### src/rtl/vpll_reconfig_responder.sv
// vpll_reconfig_responder: Avalon-MM responder that streams a ROM profile into the video PLL and waits for lock
module vpll_reconfig_responder #(
  parameter int WIDX_W       = 4,
  parameter int LOCK_TIMEOUT = 50000,
  parameter int LOCK_STABLE  = 16
) (
  input  logic                CLK_50M,
  input  logic                reset,
  input  logic                mgmt_write,
  input  logic [5:0]          mgmt_address,
  input  logic [31:0]         mgmt_writedata,
  output logic                mgmt_waitrequest,
  output logic [WIDX_W+1:0]   rom_addr,
  input  logic [38:0]         rom_data,
  output logic                pll_wr,
  output logic [5:0]          pll_addr,
  output logic [31:0]         pll_data,
  input  logic                pll_ack,
  input  logic                pll_locked,
  output logic                busy,
  output logic                done,
  output logic                lock_err
);
  localparam int SW = $clog2(LOCK_STABLE + 1);
  localparam int TW = $clog2(LOCK_TIMEOUT + 1);
  localparam logic [SW-1:0] STAB_MAX = SW'(LOCK_STABLE);
  localparam logic [TW-1:0] TMO_MAX  = TW'(LOCK_TIMEOUT);
  typedef enum logic [2:0] {IDLE, RD, WAIT, WR, LOCK, FIN} state_t;
  state_t state_q, state_d;
  logic [1:0]        prof_q, prof_d;
  logic [WIDX_W-1:0] idx_q, idx_d;
  logic              last_q, last_d;
  logic [5:0]        paddr_q, paddr_d;
  logic [31:0]       pdata_q, pdata_d;
  logic              wait_q, wait_d, busy_q, busy_d, done_q, done_d, err_q, err_d;
  logic [SW-1:0]     stab_q, stab_d;
  logic [TW-1:0]     tmo_q, tmo_d;
  logic [1:0]        sync_q;
  logic              accept, start;
  logic              unused;
  assign unused = ^{mgmt_writedata[31:8], mgmt_writedata[5:0]};
  // waitrequest is low only in IDLE and FIN, so any accepted write lands there
  assign accept = mgmt_write && !wait_q;
  assign start  = accept && mgmt_address == 6'd2;
  always_comb begin
    state_d = state_q;
    prof_d  = (accept && mgmt_address == 6'd31) ? mgmt_writedata[7:6] : prof_q;
    idx_d   = idx_q;
    last_d  = last_q;
    paddr_d = paddr_q;
    pdata_d = pdata_q;
    wait_d  = wait_q;
    busy_d  = busy_q;
    done_d  = 1'b0;
    err_d   = err_q;
    stab_d  = stab_q;
    tmo_d   = tmo_q;
    case (state_q)
      IDLE, FIN: begin
        state_d = start ? RD : IDLE;
        idx_d   = start ? '0 : idx_q;
        err_d   = start ? 1'b0 : err_q;
        wait_d  = start;
        busy_d  = start;
      end
      RD:   state_d = WAIT;
      WAIT: begin
        {last_d, paddr_d, pdata_d} = rom_data;
        state_d = WR;
      end
      WR: if (pll_ack) begin
        state_d = (last_q || &idx_q) ? LOCK : RD;
        idx_d   = (last_q || &idx_q) ? idx_q : idx_q + 1'b1;
        stab_d  = '0;
        tmo_d   = '0;
      end
      LOCK: begin
        stab_d = sync_q[1] ? stab_q + 1'b1 : '0;
        tmo_d  = tmo_q + 1'b1;
        if (stab_q == STAB_MAX || tmo_q == TMO_MAX) begin
          state_d = FIN;
          done_d  = 1'b1;
          wait_d  = 1'b0;
          busy_d  = 1'b0;
          err_d   = stab_q != STAB_MAX;
        end
      end
      default: state_d = IDLE;
    endcase
  end
  always_ff @(posedge CLK_50M) begin
    if (reset) begin
      state_q <= IDLE;
      prof_q  <= '0;
      idx_q   <= '0;
      last_q  <= 1'b0;
      paddr_q <= '0;
      pdata_q <= '0;
      wait_q  <= 1'b0;
      busy_q  <= 1'b0;
      done_q  <= 1'b0;
      err_q   <= 1'b0;
      stab_q  <= '0;
      tmo_q   <= '0;
      sync_q  <= '0;
    end else begin
      state_q <= state_d;
      prof_q  <= prof_d;
      idx_q   <= idx_d;
      last_q  <= last_d;
      paddr_q <= paddr_d;
      pdata_q <= pdata_d;
      wait_q  <= wait_d;
      busy_q  <= busy_d;
      done_q  <= done_d;
      err_q   <= err_d;
      stab_q  <= stab_d;
      tmo_q   <= tmo_d;
      sync_q  <= {sync_q[0], pll_locked};
    end
  end
  assign mgmt_waitrequest = wait_q;
  assign rom_addr         = {prof_q, idx_q};
  assign pll_wr           = state_q == WR;
  assign pll_addr         = paddr_q;
  assign pll_data         = pdata_q;
  assign busy             = busy_q;
  assign done             = done_q;
  assign lock_err         = err_q;
endmodule
### config.mk
export PLATFORM = sky130hd
export DESIGN_NAME = vpll_reconfig_responder
export DESIGN_NICKNAME = d
export VERILOG_FILES = /design/src/rtl/vpll_reconfig_responder.sv
export SDC_FILE = /design/constraint.sdc
export NUM_CORES = 1
export LEC_CHECK = 0
export CAP_MARGIN = 30
export CELL_PAD_IN_SITES_DETAIL_PLACEMENT = 1
export CELL_PAD_IN_SITES_GLOBAL_PLACEMENT = 2
export CORE_ASPECT_RATIO = 0.6
export CORE_MARGIN = 5
export CORE_UTILIZATION = 23
export DETAILED_ROUTE_END_ITERATION = 6
export GPL_TIMING_DRIVEN = 0
export PLACE_DENSITY_LB_ADDON = 0.1
export SLEW_MARGIN = 25
export SYNTH_ARGS = -nofsm -noshare
export SYNTH_HDL_FRONTEND = slang
export SYNTH_SLANG_ARGS = --single-unit
### constraint.sdc
create_clock -name CLK_50M -period 1.8 [get_ports CLK_50M]
set_input_delay 0.36 -clock CLK_50M [delete_from_list [all_inputs] [get_ports CLK_50M]]
set_output_delay 0.36 -clock CLK_50M [all_outputs]
set_load 0.02 [all_outputs]
==> results.json, run 1 <==
{
  "dpl_cell_area_mm2": 0.00442,
  "synth_adder_area_share": 0.0195,
  "status": "completed",
  "critPathLaunchType": "register",
  "syn-num-nets": 479,
  "routedWlPerCell_um": 17.0,
  "clock_latency_ns": 0.34,
  "rows": 33,
  "grt_pass1_wl_um": 18700,
  "antenna_found_initial": 0,
  "die_x_um": 162,
  "p_leak_nw": 1.71,
  "rsz0062_at_grt": "true",
  "drive_gt1_frac": 0.123,
  "drtIter0Drc": 144,
  "synthTopCellsByArea": "dfxtp_1, nand2_1, a21oi_1",
  "synth_xor_area_frac": 0.00274,
  "synthCells": 392,
  "cts_tree": "done",
  "synth_area_leader_cell": "dfxtp_1",
  "worstReg2RegStart": "idx_q[0]",
  "drv_cap": 0,
  "grt_max_degree": 14,
  "setup_ws_ns": 0.0403,
  "cts.sinks": 74,
  "ctsHoldBuffers": 0,
  "io_pins": 131,
  "timing.hold.ws_ns": 0.436,
  "root_buffer": "clkbuf_16",
  "slew_headroom": 0.519,
  "fin_nets": 593,
  "cellPowerDensity_mw_per_mm2": 838,
  "vias": 3247,
  "synth_cell_types": 49,
  "first_pass_iters": 4,
  "netlist_area_mm2": 0.00320,
  "synth-simple-area-share": 0.279,
  "die_area_mm2": 0.0165,
  "setup_violations": 0,
  "drc": 0,
  "diodes": 0,
  "hold_end": "sync_q[1]",
  "htreeDepth": 3,
  "vias_per_cell": 4.73,
  "routed_wl_um": 11600,
  "synthArstFlopShare": 0,
  "yosysWarnings": 0,
  "min_period_ns": 1.76,
  "critPathMaxFanout": 5,
  "synth_compound_area_frac": 0.180,
  "top_usage_layer": "met1",
  "rr_worst_depth": 5,
  "postSynthAreaPerCell_um2": 8.16,
  "ys.flop_type": "dfxtp_1",
  "worstSetupEndpointType": "output pin",
  "r2r_end": "idx_q[3]",
  "met1_usage": 0.207,
  "grt_pass1_vias": 3433,
  "fp.dieH_um": 101,
  "io_buffer_count": 100,
  "synth-edff-count": 0,
  "track_usage": 0.145,
  "maxSlewViolCount": 0,
  "synthToLayoutAreaGrowth_pct": 53.9,
  "ys_seq_area_frac": 0.463,
  "drtAntennaViolNets": 0,
  "clk_pin_slew_ns": 0.06,
  "critical_path_class": "register to output pin",
  "worst_pin_slew_ns": 0.715,
  "dpl.hpwl_um": 8850,
  "vdd_drop_max_mv": 0.485,
  "arrival_ns": 1.40,
  "cts_buffers": 9,
  "required_ns": 1.44,
  "synth_top_family_by_area": "simple AND/OR/NAND/NOR gates",
  "hold_start": "sync_q[0]",
  "grt_overflow": 0,
  "ys_ff_latch": 74,
  "start_util": 0.235,
  "clk_path_buf_depth": 2,
  "synthTopCellsByCount": "nand2_1, dfxtp_1, a21oi_1",
  "synth.area.mux_share": 0.00977,
  "hold_violations": 0,
  "grtUsageMet2": 0.206,
  "clock.fmax_mhz": 568,
  "synth.most_common_cell": "nand2_1",
  "hold_path.class": "register to register",
  "finalClockSkew_ns": 0.00589,
  "synth_top_area_frac": 0.463,
  "min_path_cells": 1,
  "dp_worst_setup_slack_ns": -0.513,
  "place_congestion": 0.719,
  "finalCritPeriodShare": 0.978,
  "use_met3": 0.0516,
  "r2r_slack_ns": 0.09,
  "design_area_mm2": 0.00492,
  "core_area_mm2": 0.0136
}
## layout make-up
type / instances / area (um2)
fill: 1618 / 8700
multi-input combinational: 286 / 1650
sequential: 74 / 1490
timing repair buffer: 104 / 1040
clock buffer: 10 / 229
tap: 175 / 219
buffer: 26 / 145
clock inverter: 6 / 138
inverter: 5 / 22.5
## critical path: stages, from the launching register on
cell and delay (ns):
dfxtp_2 0.33, buf_6 0.13, clkinvlp_4 0.16, nor3b_4 0.27, buf_6 0.16
## worst max-delay path by stage
stage,startpoint,to,slack (ns),cells past startpoint
finish,state_q[1],pll_wr,0.04,4
global route,reset,pll_data[18],-0.02,4
CTS,state_q[0],pll_wr,-0.03,3
detailed placement,state_q[0],pll_wr,-0.51,3
global placement,state_q[0],pll_wr,-0.58,3
floorplan,idx_q[0],idx_q[3],0.05,5
## metrics by stage
| stage | TNS, ns | power, W | util | instances |
|---|---|---|---|---|
| 6_report | 0 | 0.00413 | 0.361 | 686 |
| 5_1_grt | -0.112 | 0.00429 | 0.361 | 686 |
| 4_1_cts | -0.0308 | 0.00419 | 0.355 | 683 |
| 3_5_place_dp | -20.57 | 0.00190 | 0.324 | 667 |
| 3_3_place_gp | -18.51 | 0.00190 | 0.324 | 667 |
| 2_1_floorplan | 0 | 0.00174 | - | 392 |
## logic make-up (layout without fill, tap and decap cells)
| family | count (synthesis) | in the layout |
|---|---|---|
| simple gates | 179 | 179 |
| compound gates | 98 | 98 |
| flops | 74 | 74 |
| buf+inv | 32 | 151 |
| fa+ha+maj | 5 | 5 |
| mux | 3 | 3 |
| xor+xnor | 1 | 1 |
## power by group
| group | internal, W | switching [W] |
|---|---|---|
| clock network | 0.00150 | 0.000755 |
| registers | 0.00165 | 0.00000539 |
| logic | 0.000129 | 0.0000874 |
## registers in the layout (all words and copies together) (netlist names)
signal and cells:
done 1, tmo_q 16, stab_q 5, pll_data 32, idx_q 4, pll_addr 6, lock_err 1, sync_q 2
prof_q 2, last_q 1, state_q 3, busy 1
## what timing repair did
| action | in CTS | in global routing |
|---|---|---|
| setup buffers | 0 | 3 |
| pin swaps | 0 | 2 |
| endpoints found under the setup margin | 55 | 50 |
| gates cloned | 0 | 1 |
| gates resized for setup | 21 | 29 |
## metal layers
| metal | part of all wire | up-vias |
|---|---|---|
| met5 | 0 | - |
| met4 | 0.011 | 0 |
| met3 | 0.061 | 9 |
| met2 | 0.41 | 66 |
| met1 | 0.52 | 1557 |
| li1 | - | 1615 |
## cell usage in the layout (no fill, tap or decap), types with 5 or more instances in the layout
master           count
clkdlybuf4s50_1     94
nand2_1             92
dfxtp_1             71
a21oi_1             61
nor2_1              20
nand3_1             12
clkbuf_2             9
clkbuf_16            9
o21ai_0              8
nand4_1              7
clkbuf_1             7
buf_2                6
buf_4                5
nand4b_1             5
a31oi_1              5
or3_1                5
Power figures use the tool's default switching activity.
==> run 2: changes to the inputs <==
--- a/config.mk
+++ b/config.mk
@@ -14,7 +14,7 @@
 export DETAILED_ROUTE_END_ITERATION = 6
 export GPL_TIMING_DRIVEN = 0
 export PLACE_DENSITY_LB_ADDON = 0.1
-export SLEW_MARGIN = 25
+export RECOVER_POWER = 50
 export SYNTH_ARGS = -nofsm -noshare
 export SYNTH_HDL_FRONTEND = slang
 export SYNTH_SLANG_ARGS = --single-unit
==> results.json, run 2 (synthesis results as in run 1) <==
{
  "status": "completed",
  "drive_gt1_frac": 0.123,
  "first_pass_iters": 4,
  "dpl.hpwl_um": 8850,
  "drc": 0,
  "worstReg2RegStart": "idx_q[0]",
  "switchingPower_w": 0.000848,
  "critPathMaxFanout": 5,
  "drtAntennaViolNets": 0,
  "slew_headroom": 0.519,
  "ctsHoldBuffers": 0,
  "rows": 33,
  "die_x_um": 162,
  "worst_pin_slew_ns": 0.716,
  "hold_violations": 0,
  "grt_pass1_wl_um": 18700,
  "fin_nets": 593,
  "root_buffer": "clkbuf_16",
  "io_buffer_count": 100,
  "power.internal_w": 0.00328,
  "clk_pin_slew_ns": 0.06,
  "cts_buffers": 9,
  "fp.dieH_um": 101,
  "grt_overflow": 0,
  "required_ns": 1.44,
  "drv_cap": 0,
  "critPathLaunchType": "register",
  "design_area_mm2": 0.00489,
  "finalClockSkew_ns": 0.00580,
  "vias": 3256,
  "crit_chain": "buf_6, clkinvlp_4, nor3b_4, buf_6",
  "vdd_drop_max_mv": 0.485,
  "finalNonFillerCells": 686,
  "finalCritPeriodShare": 0.977,
  "antenna_found_initial": 0,
  "fin_setup_tns_ns": 0,
  "grt_max_degree": 14,
  "crit_path_frequent_cell": "buf_6",
  "power_frac_seq": 0.400,
  "slowest_delay_ns": 0.33,
  "cts_tree": "done",
  "clkPwrFrac": 0.547,
  "track_usage": 0.145,
  "diodes": 0,
  "hold_path.class": "register to register",
  "drtIter0Drc": 127,
  "die_area_mm2": 0.0165,
  "arrival_ns": 1.40,
  "critical_path_class": "register to output pin",
  "min_period_ns": 1.76,
  "worstSetupEndpointType": "output pin",
  "final_cell_mix": "nand2_1, clkdlybuf4s50_1, dfxtp_1",
  "dpl_cell_area_mm2": 0.00442,
  "setup_violations": 0,
  "dpl.cell_count": 667,
  "hold_start": "sync_q[0]",
  "synthToLayoutAreaGrowth_pct": 52.8,
  "cts.sinks": 74,
  "vias_per_cell": 4.75,
  "p_leak_nw": 1.65,
  "cellPowerDensity_mw_per_mm2": 844,
  "comb_power_share": 0.052,
  "rsz0062_at_grt": "true",
  "r2r_slack_ns": 0.08,
  "clock_latency_ns": 0.34,
  "clock.fmax_mhz": 568,
  "place_congestion": 0.719,
  "start_util": 0.235,
  "fin_util": 0.359,
  "grt_pass1_vias": 3433,
  "htreeDepth": 3,
  "maxSlewViolCount": 0,
  "clk_path_buf_depth": 2,
  "crit_start": "state_q[1]",
  "io_pins": 131,
  "switching_share": 0.205,
  "routed_wl_um": 11700,
  "total_power_w": 0.00413,
  "core_area_mm2": 0.0136,
  "crit_slowest_cell": "dfxtp_2",
  "nFillCells": 1620,
  "routedWlPerCell_um": 17.0,
  "final_common_cell": "nand2_1",
  "largest_reg_flops": 32
}
## run 2: metal layers
metal  track usage  wire length (um)
met4        0.0351               130
met3        0.0516               698
met5             0                 0
met2         0.206              4770
met1         0.207              6070
## run 2: layout make-up
| type | instances | area [um2] | area share |
|---|---|---|---|
| plain buffers | 26 | 145 | 0.0297 |
| multi-input cells | 286 | 1650 | 0.337 |
| inverters | 5 | 22.5 | 0.00461 |
| clock buffers | 10 | 229 | 0.0468 |
| clock inverters | 6 | 138 | 0.0281 |
| repair buffers | 104 | 1000 | 0.205 |
| well taps | 175 | 219 | 0.0448 |
| flip-flops and latches | 74 | 1490 | 0.304 |
## run 2: critical path, delay by kind of cell, from the launching register on
| kind | cells | cell delay (ns) |
|---|---|---|
| buf+inv | 3 | 0.45 |
| flops | 1 | 0.33 |
| simple gates | 1 | 0.27 |
## run 2: stage by stage
stage / setup WS, ns / hold WS (ns)
floorplan: 0.0462 / 0.414
global placement: -0.582 / 0.428
detailed placement: -0.513 / 0.427
CTS: -0.0308 / 0.439
global route: -0.0219 / 0.441
finish: 0.0409 / 0.436
## run 2: power by group through the flow
stage | clock network [W] | logic, W | registers (W)
floorplan | 0 | 0.0000487 | 0.00170
global placement | 0 | 0.000212 | 0.00169
detailed placement | 0 | 0.000214 | 0.00169
CTS | 0.00232 | 0.000217 | 0.00165
global route | 0.00240 | 0.000236 | 0.00165
finish | 0.00226 | 0.000216 | 0.00165
## run 2: repair_timing
item | 4_1_cts | 5_1_grt
gates cloned | 0 | 1
pin swaps | 0 | 2
endpoints found under the setup margin | 55 | 50
buffers inserted | 0 | 3
resized for setup | 21 | 29
## run 2: final timing paths
path | endpoint | depth (start not counted)
max | pll_wr | 4
min reg2reg | sync_q[1] | 1
min | sync_q[1] | 1
max reg2reg | idx_q[3] | 5
==> run 3: changes to the inputs <==
--- a/config.mk
+++ b/config.mk
@@ -13,7 +13,7 @@
 export CORE_UTILIZATION = 23
 export DETAILED_ROUTE_END_ITERATION = 6
 export GPL_TIMING_DRIVEN = 0
-export PLACE_DENSITY_LB_ADDON = 0.1
+export PLACE_DENSITY_LB_ADDON = 0.12
 export RECOVER_POWER = 50
 export SYNTH_ARGS = -nofsm -noshare
 export SYNTH_HDL_FRONTEND = slang
==> results.json, run 3 (synthesis results as in run 1) <==
{
  "fin_setup_tns_ns": 0,
  "largest_reg_flops": 32,
  "vdd_drop_max_mv": 0.449,
  "grt_max_degree": 20,
  "hold_path.class": "register to register",
  "final_common_cell": "nand2_1",
  "fin_util": 0.353,
  "hold_violations": 0,
  "vias": 3214,
  "core_area_mm2": 0.0136,
  "antenna_found_initial": 0,
  "clock_latency_ns": 0.33,
  "switching_share": 0.214,
  "clk_pin_slew_ns": 0.06,
  "setup_violations": 0,
  "fp.dieH_um": 101,
  "crit_chain": "dlygate4sd3_1, nand4b_1, or2_4, or3_1, a31oi_1",
  "drtAntennaViolNets": 0,
  "critPathMaxFanout": 5,
  "comb_power_share": 0.055,
  "cts_tree": "done",
  "diodes": 0,
  "vias_per_cell": 4.72,
  "cellPowerDensity_mw_per_mm2": 792,
  "grt_pass1_wl_um": 17500,
  "cts.sinks": 74,
  "htreeDepth": 3,
  "dpl.hpwl_um": 8520,
  "start_util": 0.235,
  "drv_cap": 0,
  "nFillCells": 1590,
  "clkPwrFrac": 0.511,
  "clock.fmax_mhz": 565,
  "rows": 33,
  "crit_slowest_cell": "dlygate4sd3_1",
  "status": "completed",
  "cts_buffers": 9,
  "dpl_cell_area_mm2": 0.00442,
  "routed_wl_um": 11100,
  "switchingPower_w": 0.000814,
  "arrival_ns": 2.03,
  "final_cell_mix": "nand2_1, dfxtp_1, clkdlybuf4s50_1",
  "finalCritPeriodShare": 0.984,
  "slew_headroom": 0.538,
  "rsz0062_at_grt": "true",
  "die_area_mm2": 0.0165,
  "place_congestion": 0.735,
  "ctsHoldBuffers": 0,
  "design_area_mm2": 0.00481,
  "track_usage": 0.134,
  "power_frac_seq": 0.434,
  "worst_pin_slew_ns": 0.688,
  "ff_latch_area_mm2": 0.00148,
  "drive_gt1_frac": 0.101,
  "critPathLaunchType": "input pin",
  "slowest_delay_ns": 0.60,
  "min_period_ns": 1.77,
  "grt_pass1_vias": 3222,
  "multi_input_comb_area_mm2": 0.00165,
  "first_pass_iters": 4,
  "drtIter0Drc": 97,
  "power.internal_w": 0.00299,
  "maxSlewViolCount": 0,
  "root_buffer": "clkbuf_16",
  "critical_path_class": "input pin to register",
  "p_leak_nw": 1.66,
  "synthToLayoutAreaGrowth_pct": 50.2,
  "routedWlPerCell_um": 16.3,
  "fin_nets": 588,
  "worstSetupEndpointType": "register",
  "drc": 0,
  "timing.hold.ws_ns": 0.448,
  "finalClockSkew_ns": 0.00373,
  "clk_path_buf_depth": 2,
  "io_pins": 131,
  "required_ns": 2.06,
  "total_power_w": 0.00381,
  "grt_overflow": 0,
  "die_x_um": 162,
  "io_buffer_count": 100
}
[run 3: changes by cell type in the layout (fill, tap and decap cells not counted), moves of 2 or more]
| cell | before | now |
|---|---|---|
| dlygate4sd3_1 | 7 | 26 |
| dfxtp_1 | 71 | 73 |
| clkbuf_2 | 9 | 6 |
| buf_4 | 4 | 1 |
| clkdlybuf4s50_1 | 87 | 68 |
| clkbuf_1 | 11 | 14 |
| buf_2 | 6 | 3 |
| dfxtp_2 | 3 | 1 |
| bufinv_16 | 4 | 2 |
[run 3: final cells by class]
class	instances	area share
plain buffers	24	0.0286
clock buffers	10	0.0476
clock inverters	6	0.0187
inverters	5	0.00390
multi-input cells	286	0.343
flip-flops and latches	74	0.308
well taps	175	0.0455
repair buffers	101	0.205
[run 3: worst paths after layout]
check / startpoint / endpoint / slack (ns) / cells past startpoint
max: pll_ack / idx_q[3] / 0.03 / 5
min: sync_q[0] / sync_q[1] / 0.45 / 1
min reg2reg: sync_q[0] / sync_q[1] / 0.45 / 1
max reg2reg: idx_q[0] / idx_q[3] / 0.09 / 5
[run 3: repair_timing]
item                                    CTS  global route
hold endpoints to repair                  0             0
setup buffers                             1             0
pin swaps                                 0             2
endpoints found under the setup margin   30            50
gates cloned                              0             0
gates resized for setup                  17            22
[run 3: metrics by stage]
step	cells	setup slack (ns)
global route	681	-0.0545
global placement	667	-0.664
detailed placement	667	-0.673
floorplan	392	0.0462
finish	681	0.0296
CTS	683	-0.0106
[run 3: critical path, delay by kind of cell]
family                 cells  cell delay, ns
and+or+nand+nor            3            0.91
AOI/OAI and AO/OA          1            0.16
buffers and inverters      1            0.60
[run 3: power by group through the flow]
stage | registers, W | logic (W) | clock network (W)
2_1_floorplan | 0.00170 | 0.0000487 | 0
3_3_place_gp | 0.00169 | 0.000211 | 0
3_5_place_dp | 0.00169 | 0.000212 | 0
4_1_cts | 0.00165 | 0.000214 | 0.00202
5_1_grt | 0.00165 | 0.000229 | 0.00210
6_report | 0.00165 | 0.000210 | 0.00194
[run 3: per-layer routing]
| metal | share of wire | GRT usage | routed length, um |
|---|---|---|---|
| met1 | 0.52 | 0.200 | 5840 |
| met2 | 0.41 | 0.188 | 4610 |
| met3 | 0.059 | 0.0484 | 660 |
| met4 | 0.0021 | 0.0214 | 23 |
| met5 | 0 | 0 | 0 |
